[src/rtl/alu_seq.sv]
// Registered ALU with a valid/ready operand handshake and an iterative
// shift-add multiplier. Single-cycle ops complete in one cycle; MUL takes WIDTH.
module alu_seq #(
  parameter int WIDTH = 32
) (
  input  logic             clk,
  input  logic             rst,
  input  logic             in_valid,
  output logic             in_ready,
  input  logic [WIDTH-1:0] A,
  input  logic [WIDTH-1:0] B,
  input  logic [2:0]       op,
  output logic [WIDTH-1:0] out,
  output logic             cout,
  output logic             ovf,
  output logic             zero,
  output logic             out_valid
);

  localparam int CW = $clog2(WIDTH + 1);
  localparam logic [CW-1:0] CNT_LAST = CW'(WIDTH - 1);

  localparam logic [2:0] OP_AND  = 3'b000;
  localparam logic [2:0] OP_OR   = 3'b001;
  localparam logic [2:0] OP_ADD  = 3'b010;
  localparam logic [2:0] OP_SUB  = 3'b011;
  localparam logic [2:0] OP_SLT  = 3'b100;
  localparam logic [2:0] OP_SLTU = 3'b101;
  localparam logic [2:0] OP_MUL  = 3'b110;
  localparam logic [2:0] OP_XOR  = 3'b111;

  typedef enum logic [0:0] {IDLE = 1'b0, BUSY = 1'b1} state_t;

  state_t            r_state;
  state_t            w_state_nxt;
  logic [WIDTH-1:0]  r_mcand;
  logic [WIDTH-1:0]  r_mier;
  logic [WIDTH-1:0]  r_acc;
  logic [CW-1:0]     r_cnt;
  logic [WIDTH-1:0]  r_out;
  logic              r_cout;
  logic              r_ovf;
  logic              r_zero;
  logic              r_out_valid;

  logic [WIDTH:0]    w_add;
  logic [WIDTH:0]    w_sub;
  logic [WIDTH-1:0]  w_res;
  logic              w_cout;
  logic              w_ovf;
  logic [WIDTH-1:0]  w_acc_step;
  logic              w_accept;
  logic              w_mul_done;

  assign in_ready   = (r_state == IDLE);
  assign w_accept   = in_valid & in_ready;
  assign w_mul_done = (r_state == BUSY) && (r_cnt == CNT_LAST);
  assign w_add      = {1'b0, A} + {1'b0, B};
  // carry of A + ~B + 1 is set exactly when no borrow occurs (A >= B)
  assign w_sub      = {1'b0, A} + {1'b0, ~B} + {{WIDTH{1'b0}}, 1'b1};
  assign w_acc_step = r_mier[0] ? (r_acc + r_mcand) : r_acc;

  always_comb begin
    w_res  = '0;
    w_cout = 1'b0;
    w_ovf  = 1'b0;
    case (op)
      OP_AND:  w_res = A & B;
      OP_OR:   w_res = A | B;
      OP_XOR:  w_res = A ^ B;
      OP_ADD: begin
        w_res  = w_add[WIDTH-1:0];
        w_cout = w_add[WIDTH];
        w_ovf  = (A[WIDTH-1] == B[WIDTH-1]) & (w_add[WIDTH-1] != A[WIDTH-1]);
      end
      OP_SUB: begin
        w_res  = w_sub[WIDTH-1:0];
        w_cout = w_sub[WIDTH];
        w_ovf  = (A[WIDTH-1] != B[WIDTH-1]) & (w_sub[WIDTH-1] != A[WIDTH-1]);
      end
      OP_SLT:  w_res = {{(WIDTH-1){1'b0}}, ($signed(A) < $signed(B))};
      OP_SLTU: w_res = {{(WIDTH-1){1'b0}}, (A < B)};
      default: w_res = '0;
    endcase
  end

  always_comb begin
    w_state_nxt = r_state;
    case (r_state)
      IDLE:    if (w_accept && op == OP_MUL) w_state_nxt = BUSY;
      BUSY:    if (w_mul_done) w_state_nxt = IDLE;
      default: w_state_nxt = IDLE;
    endcase
  end

  always_ff @(posedge clk) begin
    if (rst) r_state <= IDLE;
    else     r_state <= w_state_nxt;
  end

  always_ff @(posedge clk) begin
    if (rst) begin
      r_mcand     <= '0;
      r_mier      <= '0;
      r_acc       <= '0;
      r_cnt       <= '0;
      r_out       <= '0;
      r_cout      <= 1'b0;
      r_ovf       <= 1'b0;
      r_zero      <= 1'b1;
      r_out_valid <= 1'b0;
    end else begin
      r_out_valid <= 1'b0;
      if (r_state == BUSY) begin
        r_acc   <= w_acc_step;
        r_mcand <= r_mcand << 1;
        r_mier  <= r_mier >> 1;
        r_cnt   <= r_cnt + CW'(1);
        if (w_mul_done) begin
          r_out       <= w_acc_step;
          r_cout      <= 1'b0;
          r_ovf       <= 1'b0;
          r_zero      <= (w_acc_step == '0);
          r_out_valid <= 1'b1;
        end
      end else if (w_accept) begin
        if (op == OP_MUL) begin
          r_mcand <= A;
          r_mier  <= B;
          r_acc   <= '0;
          r_cnt   <= '0;
        end else begin
          r_out       <= w_res;
          r_cout      <= w_cout;
          r_ovf       <= w_ovf;
          r_zero      <= (w_res == '0);
          r_out_valid <= 1'b1;
        end
      end
    end
  end

  assign out       = r_out;
  assign cout      = r_cout;
  assign ovf       = r_ovf;
  assign zero      = r_zero;
  assign out_valid = r_out_valid;

endmodule

[config.mk]
export PLATFORM = sky130hd
export DESIGN_NAME = alu_seq
export DESIGN_NICKNAME = d
export VERILOG_FILES = /design/src/rtl/alu_seq.sv
export SDC_FILE = /design/constraint.sdc
export NUM_CORES = 1
export LEC_CHECK = 0
export BUFFER_PORTS_ARGS = -buffer_cell sky130_fd_sc_hd__buf_2
export CORE_ASPECT_RATIO = 0.8
export CORE_MARGIN = 2
export CORE_UTILIZATION = 41
export CTS_CLUSTER_DIAMETER = 30
export CTS_CLUSTER_SIZE = 16
export DETAILED_ROUTE_END_ITERATION = 16
export SLEW_MARGIN = 20
export SYNTH_ARGS = -nofsm -noshare
export SYNTH_HDL_FRONTEND = slang
export SYNTH_SLANG_ARGS = --single-unit
[constraint.sdc]
create_clock -name clk -period 5 [get_ports clk]
set_clock_uncertainty 0.1 [all_clocks]
set_input_delay 1 -clock clk [delete_from_list [all_inputs] [get_ports clk]]
set_output_delay 1 -clock clk [all_outputs]
set_load 0.05 [all_outputs]
==> results.toml, run 1 <==
[min_path]
min-delay-start = "r_mier[1]"
min_to = "r_mier[0]"
worstHoldPathType = "register to register"
min_delay_path_depth = 2

[worst_setup_path]
critical_path.endpoint_type = "register"
worst_path_most_repeated_cell = "o21ai_1"
worst-path-max-fanout = 11
crit_path_top_delay_cell = "a2111o_1"
reg2regPathDepth = 14
r2r_end = "zero"
r2r_setup_slack_ns = 0.49
slowest_delay_ns = 0.51
timing.critical_path.required_ns = 5.26
cp_cell_sequence = "buf_2, inv_1, ha_1, and2b_1, a211oi_4, a31oi_4, a2111o_1, a211oi_1, o21ai_1, a211oi_2, buf_4, a221oi_1, a21oi_1, o21ai_1, a311oi_1"
worstReg2RegStart = "r_mcand[0]"
cp-start-kind = "primary input"
worstSetupPathType = "primary input to register"
worstPathArrival_ns = 4.96

[pwr]
comb_pwr_share = 0.325
clock_power_share = 0.353
max-vdd-ir-drop_uv = 192
power.density_nw_per_um2 = 238
sequential_share_of_power = 0.322
p_switching_mw = 1.35
power.internal_mw = 2.28
total_leakage_power_nw = 6.94
post-layout-total-power_mw = 3.63
switching_share = 0.371

[clock_tree]
cts.hold.buffers_added = 0
worst_skew_pair.late_latency_ns = 0.45
tritoncts.num_buffers = 17
clk_pin_slew_worst_paths_ns = 0.06
cts_tree = "done"
cts_sink_cnt = 139
cts_root_buffer = "clkbuf_16"
h-tree-depth = 4
cts_max_path_buffers = 2

[finish]
area.growth.synth_to_final_pct = 13.5
drive_gt1_frac = 0.134
finish.utilization = 0.472
antennaDiodeCount = 0
finish.net_count = 2219
layout.cell_area.non_filler_sq_um = 15300
layoutNonFillerInstCount = 2453

[grt]
gr-total-overflow = 0
antenna_found_initial = 0
grt_max_degree = 101
gr_usage_total = 0.296
grt_first_pass_wirelength_um = 78300
first_global_vias = 13500

[sta]
slew-limit-headroom = 0.338
timing_worst_slew_pin_value_ns = 0.994
final_period_minus_worst_setup_slack_ns = 4.70
final_count_of_hold_timing_violations = 0
drv_slew = 0
grt_setup_unrepaired = "false"
max_freq_mhz = 213
worst_slack_ns = 0.295
fin_worst_hold_slack_ns = 0.352
final-setup-viol-count = 0
setup-tns-final_ns = 0
min_period_over_period = 0.941

[synth]
synthesis.area_per_instance_sq_um = 6.99
ys_top_cells_by_area = "dfxtp_1 (21%), ha_1 (12%), a21oi_1 (11%)"
synth_warnings = 0
synth.area.mux_share = 0.0416
synth-simple-area-share = 0.219
post_synth_edffs = 0
yosys.cell_count.top_type = "nor2_1"
synth-xor-area-share = 0.0325
ys_top_cells_by_count = "nor2_1 (319), a21oi_1 (284), nand2_1 (160), dfxtp_1 (139), ha_1 (132)"
async_reset_ff_frac = 0
synth_compound_gate_area_share = 0.299
synth_ff_type = "dfxtp_1"
synth_top_cell_area_share = 0.207
synthesis.nets = 2131
cell_taking_the_most_area_after_synthesis = "dfxtp_1"
synth.ff_latch_count = 139
seq_area_frac_synth = 0.207
post_synthesis_share_of_cell_area_spent_on_full_adders_half_adders_and_majority_gates = 0.127
synth_top_family_by_area = "compound AO/OA/AOI/OAI gates"
netlist_area_sq_um = 13500
syn_inst = 1926
synthDistinctLibCells = 93

[die]
ios = 107
dieWidth_um = 207
initial_core_util = 0.415
die_area_sq_um = 34300
floorplan.core_area_sq_um = 32400
placementRows = 59
die_h_um = 166

[run_status]
status = "finished, final reports clean"

[route]
drc = 0
detailedRoute.firstIterationViolations = 1420
antenna_violating_nets_post_route = 0
route.detailed.vias_per_inst = 5.87
firstDrtPassIters = 6
detail_route.wl_per_cell_um = 20.8
vias = 14400
wl_met2_um = 21900
routed_wirelength_um = 51100
wirelength_met1_um = 24100
routed.top_layer = "met4"
detail_route_met3_wl_um = 3390

[placement]
place_congestion = 0.962
dpl_worst_slack_ns = -0.173
post-place-cells = 2422
port-buffer-count = 106
dpl.hpwl_um = 39700
place_area_sq_um = 14700

[run]
max_cap_violations = 0
-- worst max-delay path by stage --
stage,start,cells after the start,endpoint
5_1_grt,A[4],15,out[31]
4_1_cts,A[4],15,out[31]
2_1_floorplan,A[0],14,zero
3_5_place_dp,B[4],15,out[31]
6_report,B[4],15,out[31]
3_3_place_gp,A[4],15,out[31]
-- power by group through the flow --
stage,Combinational (mW),Sequential (mW),Clock (mW)
final,1.18,1.17,1.28
after global routing,1.28,1.17,1.36
after floorplan,0.676,1.26,0
after detailed placement,1.15,1.19,0
after CTS,1.16,1.17,1.31
after global placement,1.15,1.19,0
-- cell type report --
| class | instances | area (sq um) |
|---|---|---|
| fill | 3305 | 17100 |
| multi-input combinational | 1533 | 9710 |
| sequential | 139 | 2790 |
| timing repair buffer | 193 | 1200 |
| tap | 427 | 534 |
| inverter | 130 | 488 |
| clock buffer | 22 | 484 |
| clock inverter | 9 | 86.3 |
-- metal layers --
| layer | vias to the layer above | global-route usage |
|---|---|---|
| li1 | 7020 | - |
| met1 | 6792 | 0.418 |
| met2 | 506 | 0.446 |
| met3 | 69 | 0.0555 |
| met4 | 0 | 0.108 |
| met5 | - | 0 |
-- placed cells by master (no fill, tap or decap), drive strengths merged, types with 38 or more instances in the layout --
cell type / n
o21ai: 80
mux2i: 38
inv: 131
dfxtp: 139
ha: 132
nand2: 160
nor2: 319
a21oi: 285
buf: 193
xnor2: 38
-- repair_timing --
action                     4_1_cts  5_1_grt
buffers inserted                 0        0
setup endpoints to repair        0        2
gates resized for setup          0        1
-- worst max-delay path: cells and delay by family --
| family | cells | cell delay (ns) |
|---|---|---|
| compound gates | 10 | 2.83 |
| fa+ha+maj | 1 | 0.49 |
| buf+inv | 3 | 0.33 |
| simple gates | 1 | 0.29 |
-- cells by family after synthesis --
logic type	after synthesis
XOR/XNOR	50
AO/OA/AOI/OAI	632
flip-flops	139
adder cells (fa/ha/maj)	135
multiplexers	53
buffers and inverters	254
AND/OR/NAND/NOR	663
-- registers in the layout, indices dropped and copies added, names as in the netlist --
signal     flops
out           32
r_cnt          6
zero           1
r_mier        32
r_state        1
r_acc         32
out_valid      1
cout           1
ovf            1
r_mcand       32
(Power assumes the default switching activity.)
==> run 2: changes to the inputs <==
- GPL_TIMING_DRIVEN: not set -> 0
- PLACE_DENSITY: not set -> 0.65
==> run 2 against run 1 <==
Against the previous run:
- sequential share of layout area grew 0.098 points
- power grew 3.4%
- critical path type unchanged
- sequential cell count did not move
- highest routed layer unchanged
- via count increased by 6.1%
- worst setup slack lost 0.23 ns
- register-to-register slack improved by 0.07 ns
- sequential power is essentially flat
==> results.toml, run 2 (same netlist as run 1, synthesis figures left out) <==
[sta]
drv_slew = 0
final-setup-viol-count = 0
slew-limit-headroom = 0.300
max_freq_mhz = 203
timing_worst_slew_pin_value_ns = 1.05
grt_setup_unrepaired = "false"
min_period_over_period = 0.987
fin_worst_hold_slack_ns = 0.350
final_period_minus_worst_setup_slack_ns = 4.93
final_count_of_hold_timing_violations = 0
worst_slack_ns = 0.0674

[pwr]
total_leakage_power_nw = 6.74
power.density_nw_per_um2 = 247
max-vdd-ir-drop_uv = 230

[clock_tree]
postCtsSetupBuffers = 0
worst_skew_pair.late_latency_ns = 0.46
cts_tree = "done"
clk_pin_slew_worst_paths_ns = 0.07
cts_root_buffer = "clkbuf_16"
cts_max_path_buffers = 2
cts_sink_cnt = 139
cts.hold.buffers_added = 0
tritoncts.num_buffers = 17
h-tree-depth = 4
cts_resized = 3

[grt]
global_route.peak_usage_layer = "met1"
grt_first_pass_wirelength_um = 84900
grt_use_met2 = 0.440
met1_usage = 0.493
globalRouteMet3Util = 0.0583
grt_max_degree = 20
gr_usage_total = 0.326
first_global_vias = 14100
gr-total-overflow = 0
antenna_found_initial = 1

[route]
route.detailed.vias_per_inst = 6.13
vias = 15300
detailedRoute.firstIterationViolations = 1913
drc = 0
antenna_violating_nets_post_route = 0
detail_route.wl_per_cell_um = 22.5
firstDrtPassIters = 6
routed_wirelength_um = 55900

[worst_setup_path]
timing.critical_path.required_ns = 5.28
worstSetupPathType = "primary input to register"
cp-start-kind = "primary input"
critical_path.endpoint_type = "register"
worstPathArrival_ns = 5.22
worst-path-max-fanout = 5

[die]
floorplan.core_area_sq_um = 32400
die_area_sq_um = 34300
dieWidth_um = 207
placementRows = 59
die_h_um = 166
ios = 107
initial_core_util = 0.415

[finish]
leading_cell_type_in_the_layout_fill_and_taps_excluded = "nor2_1"
area.growth.synth_to_final_pct = 12.8
drive_gt1_frac = 0.0994
fillCellCount = 3373
layout.cells.most_common_list = "nor2_1 (318), a21oi_1 (284), nand2_1 (160), dfxtp_1 (139), ha_1 (132)"
finish.net_count = 2254
finish.utilization = 0.468
antennaDiodeCount = 0

[placement]
dpl.hpwl_um = 44800
port-buffer-count = 106
place_congestion = 0.968
dpl_worst_slack_ns = -0.681

[min_path]
worstHoldPathType = "register to register"

[run_status]
status = "finished, final reports clean"

[run]
max_cap_violations = 0
run 2: cell types whose count changed in the layout (fill, tap and decap cells not counted), moves of 4 or more:
| cell | previous run | this run |
|---|---|---|
| clkbuf_1 | 1 | 91 |
| buf_4 | 87 | 0 |
| buf_2 | 105 | 120 |
| buf_1 | 0 | 14 |
| clkbuf_8 | 4 | 0 |
| inv_6 | 2 | 6 |
run 2: metal layers:
metal / vias to the layer above / wire [um]
met5: - / 0
li1: 7092 / -
met3: 112 / 5910
met2: 887 / 21800
met1: 7179 / 25700
met4: 0 / 2500
run 2: worst max-delay path: stages:
cell	delay [ns]
buf_2	0.18
inv_1	0.10
ha_1	0.34
a211oi_1	0.42
o21ai_1	0.21
o31a_1	0.35
a311o_1	0.48
a21oi_1	0.25
mux2i_1	0.12
o41ai_2	0.48
nand2_1	0.08
or4_1	0.57
and4bb_1	0.30
nand4b_1	0.14
a31oi_1	0.19
run 2: layout make-up:
class,instances,area [sq um],area share
tap,427,534,0.0352
multi-input combinational,1533,9720,0.640
clock buffer,17,425,0.0280
sequential,139,2780,0.183
inverter,130,488,0.0321
timing repair buffer,106,531,0.0349
clock inverter,15,200,0.0132
buffer,122,498,0.0328
run 2: path summary, 6_finish.rpt:
path                   start     end  slack, ns  cells after the start
setup / recovery        A[1]    zero       0.07                     15
hold / removal        out[0]  out[0]       0.35                      2
setup reg to reg  r_mcand[0]    zero       0.56                     14
hold reg to reg       out[0]  out[0]       0.35                      2
run 2: power breakdown:
part           internal, mW  switching (mW)  total (mW)
clock                 0.806           0.626        1.43
sequential             1.14          0.0288        1.17
combinational         0.356           0.798        1.15
run 2: metrics by stage:
step / setup TNS (ns) / area [sq um] / instances / total power, mW
2_1_floorplan: 0 / 13500 / 1926 / 1.94
3_3_place_gp: -44.80 / 14500 / 2459 / 2.30
3_5_place_dp: -41.70 / 14500 / 2459 / 2.31
4_1_cts: 0 / 15200 / 2490 / 3.73
5_1_grt: 0 / 15200 / 2489 / 3.90
6_report: 0 / 15200 / 2489 / 3.76
